===== src/rtl/vx_shift_pipe_arbiter.sv =====
// Round-robin issue/retire controller in front of a shared DEPTH-stage fixed-latency pipeline.
// Entries carry the requester index as a tag, and the whole pipe stalls when the output is held off.
module vx_shift_pipe_arbiter #(
    parameter int NUM_REQS = 4,
    parameter int DATAW    = 32,
    parameter int DEPTH    = 3,
    parameter int TAGW     = (NUM_REQS > 1) ? $clog2(NUM_REQS) : 1,
    parameter int CNTW     = $clog2(DEPTH + 1)
) (
    input  logic                      clk,
    input  logic                      reset,
    input  logic [NUM_REQS-1:0]       req_valid,
    input  logic [NUM_REQS*DATAW-1:0] req_data,
    output logic [NUM_REQS-1:0]       req_ready,
    output logic                      rsp_valid,
    output logic [DATAW-1:0]          rsp_data,
    output logic [TAGW-1:0]           rsp_tag,
    input  logic                      rsp_ready,
    output logic [CNTW-1:0]           count,
    output logic                      busy
);

    logic                 stall;
    logic                 advance;
    logic                 any_valid;
    logic                 fire;
    logic                 retire;
    logic [TAGW-1:0]      rr_ptr;
    logic [TAGW-1:0]      grant_idx;
    logic [CNTW-1:0]      count_q;
    logic [DEPTH-1:0]     stage_valid;
    logic [TAGW-1:0]      stage_tag  [DEPTH];
    logic [DATAW-1:0]     stage_data [DEPTH];

    // Requester index (a + b) mod NUM_REQS; both operands are already below NUM_REQS.
    function automatic logic [TAGW-1:0] wrap_add(input logic [TAGW-1:0] a, input int b);
        int sum;
        sum = int'(a) + b;
        if (sum >= NUM_REQS)
            sum = sum - NUM_REQS;
        return TAGW'(sum);
    endfunction

    assign stall     = rsp_valid & ~rsp_ready;
    assign advance   = ~stall;
    assign any_valid = |req_valid;
    assign retire    = rsp_valid & rsp_ready;
    assign fire      = |(req_valid & req_ready);

    // Scan from the farthest candidate back to rr_ptr so the nearest valid requester wins.
    // NOTE: every always_comb output gets a default before any branch; otherwise a latch is inferred.
    always_comb begin
        grant_idx = '0;
        for (int k = NUM_REQS - 1; k >= 0; k--) begin
            if (req_valid[wrap_add(rr_ptr, k)])
                grant_idx = wrap_add(rr_ptr, k);
        end
    end

    // Gated by reset so nothing is offered while the pipeline is being cleared.
    always_comb begin
        req_ready = '0;
        for (int i = 0; i < NUM_REQS; i++)
            req_ready[i] = ~reset & advance & any_valid & (grant_idx == TAGW'(i));
    end

    // NOTE: sequential state is written only with non-blocking assignments so every register samples pre-edge values.
    always_ff @(posedge clk or posedge reset) begin
        if (reset)
            rr_ptr <= '0;
        else if (fire)
            rr_ptr <= wrap_add(grant_idx, 1);
    end

    always_ff @(posedge clk or posedge reset) begin
        if (reset) begin
            stage_valid <= '0;
        end else if (advance) begin
            stage_valid[0] <= fire;
            for (int s = 1; s < DEPTH; s++)
                stage_valid[s] <= stage_valid[s-1];
        end
    end

    // NOTE: tag/data are qualified by stage_valid, so they are left unreset to keep them plain flops.
    always_ff @(posedge clk) begin
        if (advance) begin
            stage_tag[0]  <= grant_idx;
            stage_data[0] <= req_data[int'(grant_idx)*DATAW +: DATAW];
            for (int s = 1; s < DEPTH; s++) begin
                stage_tag[s]  <= stage_tag[s-1];
                stage_data[s] <= stage_data[s-1];
            end
        end
    end

    // Tracks the popcount of stage_valid without an adder tree.
    always_ff @(posedge clk or posedge reset) begin
        if (reset)
            count_q <= '0;
        else if (fire && !retire)
            count_q <= count_q + CNTW'(1);
        else if (retire && !fire)
            count_q <= count_q - CNTW'(1);
    end

    assign rsp_valid = stage_valid[DEPTH-1];
    assign rsp_tag   = stage_tag[DEPTH-1];
    assign rsp_data  = stage_data[DEPTH-1];
    assign count     = count_q;
    assign busy      = (count_q != '0);

endmodule


===== config.mk =====
export PLATFORM = sky130hd
export DESIGN_NAME = vx_shift_pipe_arbiter
export DESIGN_NICKNAME = d
export VERILOG_FILES = /design/src/rtl/vx_shift_pipe_arbiter.sv
export SDC_FILE = /design/constraint.sdc
export NUM_CORES = 1
export LEC_CHECK = 0
export ABC_AREA = 1
export CORE_ASPECT_RATIO = 0.7
export CORE_MARGIN = 3
export CORE_UTILIZATION = 35
export DETAILED_ROUTE_END_ITERATION = 10
export GPL_TIMING_DRIVEN = 0
export HOLD_SLACK_MARGIN = 0.12
export PLACE_DENSITY = 0.74
export SLEW_MARGIN = 20
export SYNTH_ARGS = -nofsm -noshare
export SYNTH_HDL_FRONTEND = slang
export SYNTH_SLANG_ARGS = --single-unit

===== constraint.sdc =====
create_clock -name clk -period 4.2 [get_ports clk]
set_input_delay 0.84 -clock clk [delete_from_list [all_inputs] [get_ports clk]]
set_output_delay 0.84 -clock clk [all_outputs]
set_load 0.05 [all_outputs]

==> Yosys cells after proc, flatten, opt, wreduce, memory -nomap -nowiden <==
Memory sizes are Yosys's and may differ from the RTL's.
Index checks and enable logic that the tools add are counted.
{ "classes": {"bitwise_logic": 12, "n_lt_le_gt_ge": 9, "n_shift": 1, "n_mux": 20, "reduce_logical": 9, "n_addsub": 11, "n_eq_ne": 3} }
{ "ops": {"columns": ["operator", "count"], "rows": [
  ["128-bit by 8-bit indexed part select with 32-bit output", 1],
  ["2-bit 2-to-1 mux", 11],
  ["3-bit greater-or-equal comparator (second input constant)", 4],
  ["2-bit by 3-bit less-than comparator with 1-bit output (second input constant)", 4],
  ["2-bit by 1-bit subtractor with 2-bit output (second input constant)", 6],
  ["1-bit bitwise AND", 8],
  ["1-bit binary-select mux with 2-bit select", 4],
  ["4-bit OR reduction", 2],
  ["2-bit by 1-bit adder with 3-bit output (second input constant)", 2],
  ["2-bit by 2-bit adder with 3-bit output (second input constant)", 2],
  ["1-bit 2-to-1 mux", 5],
  ["4-bit bitwise AND", 1],
  ["2-bit equality test (second input constant)", 2],
  ["2-bit nonzero test", 2],
  ["2-bit by 3-bit greater-or-equal comparator with 1-bit output (second input constant)", 1],
  ["1-bit inverter", 3],
  ["2-bit by 1-bit adder with 2-bit output (second input constant)", 1],
  ["2-bit by 1-bit equality test with 1-bit output (second input constant)", 1],
  ["1-bit logical AND", 2],
  ["1-bit logical NOT", 2],
  ["2-bit logical NOT", 1]
]} }
{ "word_totals": {"ff_bits": 7, "mem_count": 2, "inputBits": 135, "out_inout_bits": 42, "ramBits": 102, "wordCells": 70} }
{ "memory_table": {"columns": ["name", "words", "width", "read_ports", "rd_clocked_by_memory_dff", "wr", "line", "rtl"], "rows": [
  ["stage_data", 3, 32, 3, 0, 3, "33", "logic [DATAW-1:0] stage_data [DEPTH];"],
  ["stage_tag", 3, 2, 3, 0, 3, "32", "logic [TAGW-1:0] stage_tag [DEPTH];"]
]} }

==> Depth between registers and ports, before layout <==
Gate-level depths: netlist of run 1.
{ "depth": {"depth_word": 17, "mapped_depth": 14, "mapped_depth_nobuf": 13} }

==> Worst setup path after synthesis of run 1 <==
No wires, ideal clock.
{ "synth_timing": {"kind": "input -> output", "from": "input port req_valid[3]", "to": "output port req_ready[3]", "t_required_ns": 3.360, "path_stages": 9, "n_path_buf": 1, "path_slack_ns": 0.650, "t_arrival_ns": 2.710, "path_cell_list": "inv_1 -> o21ai_0 -> nand2_1 -> nand2_1 -> inv_1 -> nand2_1 -> nand2_2 -> buf_1 -> nor3_1"} }
{ "synth_between": {"elab_chain_cells": 8, "word_cells_on_any_way": 16, "classes_between": "eq/ne (1); mux (12); bitwise (2); reduce/logical (1)"} }
{ "synth_rtl": {"columns": ["element", "line", "rtl"], "rows": [
  ["from (decl)", "12", "input logic [NUM_REQS-1:0] req_valid,"],
  ["1-bit binary-select mux with 2-bit select", "55", "if (req_valid[wrap_add(rr_ptr, k)])"],
  ["1-bit 2-to-1 mux (not written as such)", "55", null],
  ["2-bit 2-to-1 mux (4 in a row)", "55", null],
  ["2-bit equality test", "64", "req_ready[i] = ~reset & advance & any_valid & (grant_idx == TAGW'(i));"],
  ["1-bit bitwise AND (*)", "64", null],
  ["to (decl)", "14", "output logic [NUM_REQS-1:0] req_ready,"]
]} }
Mark *: on every way between the ends. The rest lies on a longest branch, timed or not. The select of a mux whose other input is x is not followed.

==> Worst setup path after layout of run 1 <==
{ "layout_timing": {"from": "input port req_valid[3]", "to": "output port req_ready[1]"} }
{ "layout_between": {"elab_chain_cells": 8, "word_cells_on_any_way": 16, "classes_between": "eq/ne (1); mux (12); bitwise (2); reduce/logical (1)"} }
{ "layout_rtl": {"columns": ["element", "line", "rtl"], "rows": [
  ["1-bit binary-select mux with 2-bit select", "55", null],
  ["1-bit 2-to-1 mux (not written as such)", "55", null],
  ["2-bit 2-to-1 mux (3 in a row)", "55", null],
  ["2-bit 2-to-1 mux (*)", "55", null],
  ["net grant_idx[0]", "29", "logic [TAGW-1:0] grant_idx;"],
  ["2-bit by 1-bit equality test with 1-bit output (*)", "64", null],
  ["1-bit bitwise AND (*)", "64", null]
]} }
Mark *: on every way through the listed nets, which the timed path passes. The rest lies on a longest branch. The select of a mux whose other input is x is not followed.

==> flow_metrics.py, run 1 <==
metrics = {
    "sta": {
        "period_share_pct": 93.5,
        "timing.final.hold_violations": 0,
        "finClkSkew_ps": 7.77,
        "max-slew-margin-rel_pct": 57.8,
        "drv_slew": 0,
        "setup_viol": 0,
        "fmax_ghz": 0.255,
        "holdWs_ps": 420,
        "rsz0062_at_grt": "false",
        "worst_slew_pin_slew_ps": 628,
        "finalCriticalPeriod_ps": 3930,
        "fin_ws_ps": 273,
    },
    "synth": {
        "synthesis.nets": 700,
        "synth_top_family_by_area": "simple AND/OR/NAND/NOR gates",
        "synthMuxAreaShare_pct": 0,
        "yosys.area_share.simple_pct": 23.9,
        "synth_compound_area_share_pct": 0.657,
        "synth.distinct_cells": 22,
        "syn_area_sq_um": 5330,
        "synth_top_area_share_pct": 57.4,
        "synth-seq-cells": 109,
        "synth_xor_area_share_pct": 0.328,
        "yosysTopAreaCell": "edfxtp_1",
        "ys_warn_count": 0,
        "syn_avg_cell_area_sq_um": 9.45,
        "synthAdderAreaFrac_pct": 0.235,
        "netlist_instances": 564,
        "ys_top_cells_by_area": "edfxtp_1, nand2_1, nand3_1, buf_4, inv_1",
        "synth_seq_area_share_pct": 60.7,
    },
    "power": {
        "leakagePower_nw": 3.53,
        "intPower_mw": 3.80,
        "ir_worst_vdd_uv": 346,
        "power.switching_mw": 2.98,
        "powerDensity_nw_per_um2": 882,
        "seqPwrFrac_pct": 31.6,
        "total_power_mw": 6.78,
        "swShare_pct": 44.0,
        "p_clk_share_pct": 13.2,
        "combinationalPowerShare_pct": 55.2,
    },
    "critical_path": {
        "arrival_ps": 3090,
        "start_kind": "primary input",
        "cp-end-kind": "output pin",
        "crit_type": "primary input to output pin",
        "cp_max_fo": 10,
        "required_ps": 3360,
    },
    "clocking": {
        "cts_made_buffers": 9,
        "post-cts-setup-buffers": 0,
        "cts_tree": "done",
        "htree_num_levels": 3,
        "cts_buffer_depth": 2,
        "clkSinkCount": 109,
        "cts.reportedPaths.clkPinSlew_ps": 70,
        "clock_latency_ps": 340,
        "clockRootBuffer": "clkbuf_16",
    },
    "detailed_routing": {
        "dr.pass1.iters": 4,
        "wl_microns": 13500,
        "ant_nets": 0,
        "drcViolationCount": 0,
        "drt_iter0_drc": 260,
        "via_count": 4278,
        "avgViaCountPerCell": 4.49,
        "wl_per_cell_microns": 14.2,
    },
    "hold_path": {
        "hp-class": "register to register",
    },
    "floorplan": {
        "die_area_sq_um": 16800,
        "start_util_pct": 36.0,
        "coreArea_sq_um": 14800,
        "dieHeight_microns": 109,
        "num_rows": 37,
        "pin_count": 177,
        "fp.dieW_microns": 154,
    },
    "layout": {
        "final_layout_size_suffix_gt1_share_pct": 11.4,
        "fin_util_pct": 51.9,
        "synthToLayoutAreaGrowth_pct": 44.2,
        "layout.nets": 888,
        "antenna_cells": 0,
    },
    "global_routing": {
        "antenna_found_initial": 0,
        "overflow": 0,
        "grt_pass1_vias": 3980,
        "grt_pass1_wl_microns": 21100,
        "grt_use_total_pct": 16.3,
        "grt_max_degree": 62,
    },
    "outcome": {
        "status": "complete, no violations",
    },
    "placement": {
        "place.gp.congestion": 0.822,
        "io_buffers": 176,
        "place_ws_ps": -194,
        "dp_hpwl_microns": 10100,
    },
    "job": {
        "maxCapViolCount": 0,
    },
}
layer usage:
layer	track usage (%)	wire, microns
met5	0	0
met4	3.72	138
met3	4.09	947
met2	25.8	6080
met1	22.8	6360
path summary, 6_finish.rpt:
path                                             start                     endpoint  slack (ps)  cells past startpoint
hold reg to reg            stage_data[0][19]$_DFFE_PN_  stage_data[0][51]$_DFFE_PN_         420                      0
max in group asynchronous                        reset        rr_ptr[0]$_DFFE_PP0P_        3220                      2
setup / recovery                          req_valid[3]                 req_ready[1]         270                     13
setup reg to reg                 rr_ptr[0]$_DFFE_PP0P_  stage_data[0][29]$_DFFE_PN_        2010                     12
hold / removal             stage_data[0][19]$_DFFE_PN_  stage_data[0][51]$_DFFE_PN_         420                      0
min in group asynchronous                        reset   stage_valid[0]$_DFFE_PP0N_         760                      2
timing repair:
item                       in CTS  in global routing
resized for setup               4                  8
setup endpoints to repair       4                  3
hold buffers                    0                  0
worst max-delay path, cell delays in order:
cell,delay (ps)
clkdlybuf4s50_1,500
inv_1,60
o21ai_0,240
nand2_1,140
nand3_2,100
nand2_1,50
nand2_1,90
nand2_2,100
buf_6,170
inv_1,70
nand3_1,110
inv_1,90
dlygate4sd2_1,520
sequential cells by signal (all words and copies together) (netlist names):
name         cells
count            2
rr_ptr           2
stage_data      96
stage_tag        6
stage_valid      3
placed cells by master (no fill, tap or decap), types with 3 or more instances in the layout:
| master | instances |
|---|---|
| nand3_1 | 105 |
| inv_1 | 80 |
| buf_2 | 9 |
| o21ai_0 | 6 |
| clkinv_8 | 3 |
| nand2_1 | 187 |
| clkbuf_2 | 3 |
| edfxtp_1 | 102 |
| dfrtp_1 | 7 |
| clkdlybuf4s50_1 | 172 |
| buf_6 | 3 |
| buf_4 | 46 |
| clkbuf_16 | 9 |
final cells by class:
cell class                      instances  area (sq um)
Buffer                                 61           443
Clock buffer                            9           225
Clock inverter                          7           106
Fill cell                            1372          7130
Inverter                               84           320
Multi-Input combinational cell        310          1340
Sequential cell                       109          3240
Tap cell                              195           244
Timing Repair Buffer                  177          1770
logic make-up (layout without fill, tap and decap cells):
logic type / after synthesis / count (layout)
adders and majority gates: 1 / 1
buffers and inverters: 145 / 338
DFF: 109 / 109
xor gates and xnor gates: 2 / 2
AOI/OAI and AO/OA: 7 / 7
and+or+nand+nor: 300 / 300
Yosys cell counts:
master    count
nand2_1     187
nand3_1     105
edfxtp_1    102
inv_1        81
buf_4        46
buf_2        10
dfrtp_1       7
o21ai_0       6
buf_6         3
inv_2         2
nand2_2       2
nor2_1        2
nor3_1        2
a21oi_1       1
buf_1         1
clkbuf_4      1
clkinv_1      1
ha_1          1
nand3_2       1
nor4_1        1
xnor2_1       1
xor2_1        1
power by group through the flow:
| stage | combinational [mW] | clock (mW) | sequential, mW |
|---|---|---|---|
| floorplan | 2.54 | 0 | 2.19 |
| global placement | 3.75 | 0 | 2.17 |
| detailed placement | 3.80 | 0 | 2.18 |
| CTS | 3.80 | 0.924 | 2.15 |
| global route | 4.14 | 0.958 | 2.20 |
| finish | 3.74 | 0.894 | 2.14 |
through the flow:
stage | area (sq um) | cells | TNS, ps
floorplan | 5330 | 564 | 0
global placement | 7340 | 935 | -53290
detailed placement | 7370 | 936 | -384
CTS | 7700 | 952 | 0
global route | 7690 | 952 | 0
finish | 7690 | 952 | 0
No activity file was read; power rests on OpenSTA's default activity.
==> run 2: changes to the inputs <==
- CORE_ASPECT_RATIO: 0.7 -> 2
- PLACE_DENSITY: 0.74 -> 0.76
- clock period: 4.2 -> 3.2 ns (I/O delays scaled with it)
==> flow_metrics.py, run 2 (synthesis gave the netlist of run 1 again) <==
metrics = {
    "detailed_routing": {
        "ant_nets": 0,
        "dr.pass1.iters": 4,
        "via_count": 4207,
        "drcViolationCount": 0,
        "avgViaCountPerCell": 4.41,
        "drt_iter0_drc": 151,
        "wl_microns": 13500,
        "wl_per_cell_microns": 14.2,
    },
    "power": {
        "total_power_mw": 9.04,
        "ir_worst_vdd_uv": 741,
        "powerDensity_nw_per_um2": 1170,
        "leakagePower_nw": 3.56,
    },
    "sta": {
        "timing.final.hold_violations": 0,
        "worst_slew_pin_slew_ps": 597,
        "max-slew-margin-rel_pct": 59.9,
        "tns_ps": 0,
        "finalCriticalPeriod_ps": 3080,
        "setup_viol": 0,
        "fmax_ghz": 0.324,
        "drv_slew": 0,
        "period_share_pct": 96.4,
        "finClkSkew_ps": 6.18,
    },
    "floorplan": {
        "pin_count": 177,
        "die_area_sq_um": 16800,
        "coreArea_sq_um": 14900,
        "num_rows": 63,
        "dieHeight_microns": 181,
        "fp.dieW_microns": 93.3,
        "start_util_pct": 35.8,
    },
    "layout": {
        "largest_register_ffs": 96,
        "top_register": "stage_data",
        "layout.nets": 889,
        "synthToLayoutAreaGrowth_pct": 45.5,
        "mostFrequentLayoutCells": "nand2_1, clkdlybuf4s50_1, edfxtp_1",
        "layout_commonest_cell": "nand2_1",
        "reg_top3": "stage_data: 96 flops, stage_tag: 6 flops, stage_valid: 3 flops",
        "antenna_cells": 0,
        "final_layout_size_suffix_gt1_share_pct": 12.3,
    },
    "placement": {
        "place.gp.congestion": 0.844,
        "io_buffers": 176,
        "dp_hpwl_microns": 10300,
    },
    "outcome": {
        "status": "complete, no violations",
    },
    "critical_path": {
        "critPathSlowestCell": "clkdlybuf4s50_1",
        "path_cells": "clkdlybuf4s50_1 > inv_1 > nand2_1 > nand3_2 > nand2_1 > nand3_1 > nand2_1 > nand2_2 > inv_2 > clkbuf_4 > nor2_1 > buf_4",
        "path_buf_inv": 5,
        "cp_num_cells": 12,
        "arrival_ps": 2440,
        "crit_type": "primary input to output pin",
        "r2r_cells": 12,
        "slowest_delay_ps": 500,
        "cp-end-kind": "output pin",
        "crit_top_cell": "nand2_1",
        "cp_max_fo": 10,
        "crit_family": "buffers and inverters",
        "required_ps": 2560,
        "start_kind": "primary input",
    },
    "global_routing": {
        "grt_pass1_wl_microns": 20500,
        "grt_use_total_pct": 16.1,
        "antenna_found_initial": 0,
        "grt_pass1_vias": 4089,
        "overflow": 0,
        "grt_max_degree": 55,
    },
    "clocking": {
        "hold_buffers": 0,
        "cts_made_buffers": 9,
        "cts_tree": "done",
        "clock_latency_ps": 340,
        "cts.reportedPaths.clkPinSlew_ps": 70,
        "cts_buffer_depth": 2,
        "clkSinkCount": 109,
        "htree_num_levels": 3,
        "clockRootBuffer": "clkbuf_16",
    },
    "hold_path": {
        "hold_depth": 0,
        "hp-class": "register to register",
    },
    "job": {
        "maxCapViolCount": 0,
    },
}
## run 2: cell count changes in the layout (fill, tap and decap cells not counted), moves of 3 or more
| cell | change |
|---|---|
| buf_4 | +3 |
| nand3_1 | -4 |
| nand3_2 | +4 |
| clkinv_8 | -3 |
| clkbuf_2 | -3 |
## run 2: final cells by class
| type | instances | area [sq um] |
|---|---|---|
| fill | 1341 | 7140 |
| sequential | 109 | 3240 |
| timing repair buffer | 178 | 1790 |
| multi-input combinational | 310 | 1370 |
| buffer | 61 | 454 |
| inverter | 84 | 320 |
| tap | 195 | 244 |
| clock buffer | 10 | 229 |
| clock inverter | 6 | 110 |
## run 2: worst paths after layout
check / from / end / slack, ps
setup / recovery: req_valid[3] / req_ready[0] / 120
hold / removal: stage_data[0][30]$_DFFE_PN_ / stage_data[0][62]$_DFFE_PN_ / 410
setup reg to reg: rr_ptr[1]$_DFFE_PP0P_ / stage_data[0][9]$_DFFE_PN_ / 1020
hold reg to reg: stage_data[0][30]$_DFFE_PN_ / stage_data[0][62]$_DFFE_PN_ / 410
max in group asynchronous: reset / rr_ptr[0]$_DFFE_PP0P_ / 2440
min in group asynchronous: reset / count[0]$_DFFE_PP0P_ / 560
## run 2: per-layer routing
layer	vias up	wire (microns)	track usage, %	part of all wire [%]
li1	2159	-	-	-
met1	1878	5110	18.2	38
met2	143	7380	28.5	55
met3	27	605	3.09	4.5
met4	0	427	7.63	3.2
met5	-	0	0	0
## run 2: stage by stage
step / instance area, sq um / util, % / hold WS [ps] / setup slack, ps / cells
floorplan: 5330 / - / 400 / 5.57 / 564
global placement: 7340 / 49.3 / 401 / -1310 / 935
detailed placement: 7370 / 49.5 / 405 / -644 / 936
CTS: 7700 / 51.7 / 417 / 41.9 / 952
global route: 7760 / 52.1 / 422 / -0.396 / 953
finish: 7760 / 52.1 / 414 / 116 / 953
## run 2: what timing repair did
item | CTS | global route
setup buffers | 0 | 1
setup endpoints to repair | 4 | 4
gates resized for setup | 27 | 14
pin swaps | 0 | 1
## run 2: worst reg2reg max path, stage by stage, from the launching register on
cell and delay, ps:
dfrtp_1 450, inv_1 160, nand2_1 80, nand2_1 100, clkinv_1 80, nand2_1 90, nand3_2 110, nand3_2 100
buf_4 180, buf_2 290, nand3_1 130, nand3_1 110, nand2_1 70
## run 2: report_power, final
part,leakage (nW),internal (mW),switching (mW)
Combinational,2.27,1.80,3.16
Clock,0.161,0.766,0.485
Sequential,1.13,2.63,0.199
==> run 3: changes to the inputs <==
- CORE_ASPECT_RATIO: 2 -> 0.7
- SLEW_MARGIN: 20 -> 15
==> flow_metrics.py, run 3 (synthesis gave the netlist of run 1 again) <==
metrics = {
    "clocking": {
        "hold_buffers": 0,
        "clkSinkCount": 109,
        "cts_made_buffers": 9,
        "clockRootBuffer": "clkbuf_16",
        "cts.reportedPaths.clkPinSlew_ps": 80,
        "clock_latency_ps": 350,
        "cts_tree": "done",
        "htree_num_levels": 3,
        "cts_buffer_depth": 2,
    },
    "job": {
        "maxCapViolCount": 0,
    },
    "layout": {
        "mostFrequentLayoutCells": "nand2_1, clkdlybuf4s50_1, nand3_1, edfxtp_1, inv_1",
        "reg_top3": "stage_data: 96 flops, stage_tag: 6 flops, stage_valid: 3 flops",
        "top_register": "stage_data",
        "largest_register_ffs": 96,
        "instances_no_fill": 955,
        "regArea_sq_um": 3240,
        "final_layout_size_suffix_gt1_share_pct": 12.9,
        "final_area_sq_um": 7750,
        "antenna_cells": 0,
        "layout.nets": 891,
        "synthToLayoutAreaGrowth_pct": 45.4,
        "layout_commonest_cell": "nand2_1",
        "multi_input_area_sq_um": 1370,
        "nFillCells": 1333,
    },
    "global_routing": {
        "overflow": 0,
        "grt_use_total_pct": 16.5,
        "grt_max_degree": 57,
        "antenna_found_initial": 0,
        "grt_pass1_vias": 4169,
        "grt_pass1_wl_microns": 21400,
    },
    "critical_path": {
        "path_buf_inv": 4,
        "arrival_ps": 2420,
        "crit_top_cell": "nand2_1",
        "path_cells": "clkdlybuf4s50_1 > inv_1 > nand2_1 > nand3_1 > nand2_1 > nand3_2 > nand2_1 > nand2_1 > nand2_2 > buf_6 > nand2_1 > nor2_1 > buf_6",
        "cp-end-kind": "output pin",
        "crit_family": "buffers and inverters",
        "critPathSlowestCell": "clkdlybuf4s50_1",
        "cp_max_fo": 10,
        "crit_type": "primary input to output pin",
        "start_kind": "primary input",
        "slowest_delay_ps": 500,
        "required_ps": 2560,
    },
    "hold_path": {
        "hp-class": "register to register",
    },
    "placement": {
        "post_dp_cell_area_sq_um": 7370,
        "place_ws_ps": -762,
        "dp_hpwl_microns": 10100,
        "dp_cells": 936,
        "io_buffers": 176,
        "place.gp.congestion": 0.812,
    },
    "detailed_routing": {
        "drt_iter0_drc": 261,
        "wl_microns": 13700,
        "drcViolationCount": 0,
        "ant_nets": 0,
        "dr.pass1.iters": 6,
        "wl_per_cell_microns": 14.3,
        "via_count": 4309,
        "avgViaCountPerCell": 4.51,
    },
    "floorplan": {
        "num_rows": 37,
        "fp.dieW_microns": 154,
        "coreArea_sq_um": 14800,
        "die_area_sq_um": 16800,
        "start_util_pct": 36.0,
        "dieHeight_microns": 109,
        "pin_count": 177,
    },
    "sta": {
        "drv_slew": 0,
        "period_share_pct": 95.7,
        "fin_ws_ps": 139,
        "finClkSkew_ps": 7.42,
        "max-slew-margin-rel_pct": 62.0,
        "finalCriticalPeriod_ps": 3060,
        "setup_viol": 0,
        "worst_slew_pin_slew_ps": 568,
        "fmax_ghz": 0.327,
        "timing.final.hold_violations": 0,
    },
    "outcome": {
        "status": "complete, no violations",
    },
    "power": {
        "ir_worst_vdd_uv": 698,
        "total_power_mw": 9.03,
        "powerDensity_nw_per_um2": 1160,
        "leakagePower_nw": 3.56,
    },
}
==> run 3: final timing paths <==
kind	startpoint	to	slack, ps	depth (start not counted)
max reg2reg	rr_ptr[0]$_DFFE_PP0P_	stage_data[0][22]$_DFFE_PN_	1080	12
min reg2reg	stage_data[0][62]$_DFFE_PN_	stage_data[0][94]$_DFFE_PN_	420	0
max	req_valid[1]	req_ready[0]	140	13
max in group asynchronous	reset	stage_valid[0]$_DFFE_PP0N_	2390	2
min in group asynchronous	reset	rr_ptr[1]$_DFFE_PP0P_	580	2
min	stage_data[0][62]$_DFFE_PN_	stage_data[0][94]$_DFFE_PN_	420	0
==> run 3: worst reg2reg max path, cell delays in order, from the launching register on <==
cell and delay (ps):
dfrtp_1 480, inv_2 140, nand2_1 60, nand2_1 80
clkinv_1 80, nand2_1 90, nand3_2 100, nand3_2 90
buf_4 200, buf_2 280, nand3_1 130, nand3_1 90
nand2_1 60
==> run 3: cell type report <==
| cell class | instances | share of cell area, % |
|---|---|---|
| clock inverters | 7 | 1.11 |
| multi-input cells | 310 | 17.7 |
| inverters | 84 | 4.16 |
| clock buffers | 9 | 2.90 |
| well taps | 195 | 3.15 |
| repair buffers | 180 | 23.4 |
| flip-flops and latches | 109 | 41.8 |
| plain buffers | 61 | 5.84 |
==> run 3: what timing repair did <==
item,4_1_cts,5_1_grt
buffers inserted,0,3
resized for setup,29,16
hold endpoints to repair,0,0
setup endpoints to repair,4,4
pin swaps,0,1
==> run 3: power breakdown <==
group	internal, mW	total, mW	switching, mW	leakage, nW
Clock	0.565	1.13	0.568	0.151
Sequential	2.63	2.82	0.197	1.13
Combinational	1.83	5.07	3.24	2.28
Total	5.02	9.03	4.01	3.56
==> run 3: layer usage <==
layer,track usage [%],vias up,part of all wire (%)
met5,0,-,0
met4,4.47,0,1.4
met3,4.48,16,6.5
met2,25.7,146,44
met1,22.9,1986,48
li1,-,2161,-
==> run 3: metrics by stage <==
stage                     TNS (ps)  utilization, %  hold slack [ps]
final                            0            52.3              418
after global routing         -56.7            52.3              427
after CTS                        0            51.8              422
after detailed placement     -2700            49.8              405
after global placement     -135550            49.5              401
after floorplan                  0               -              400
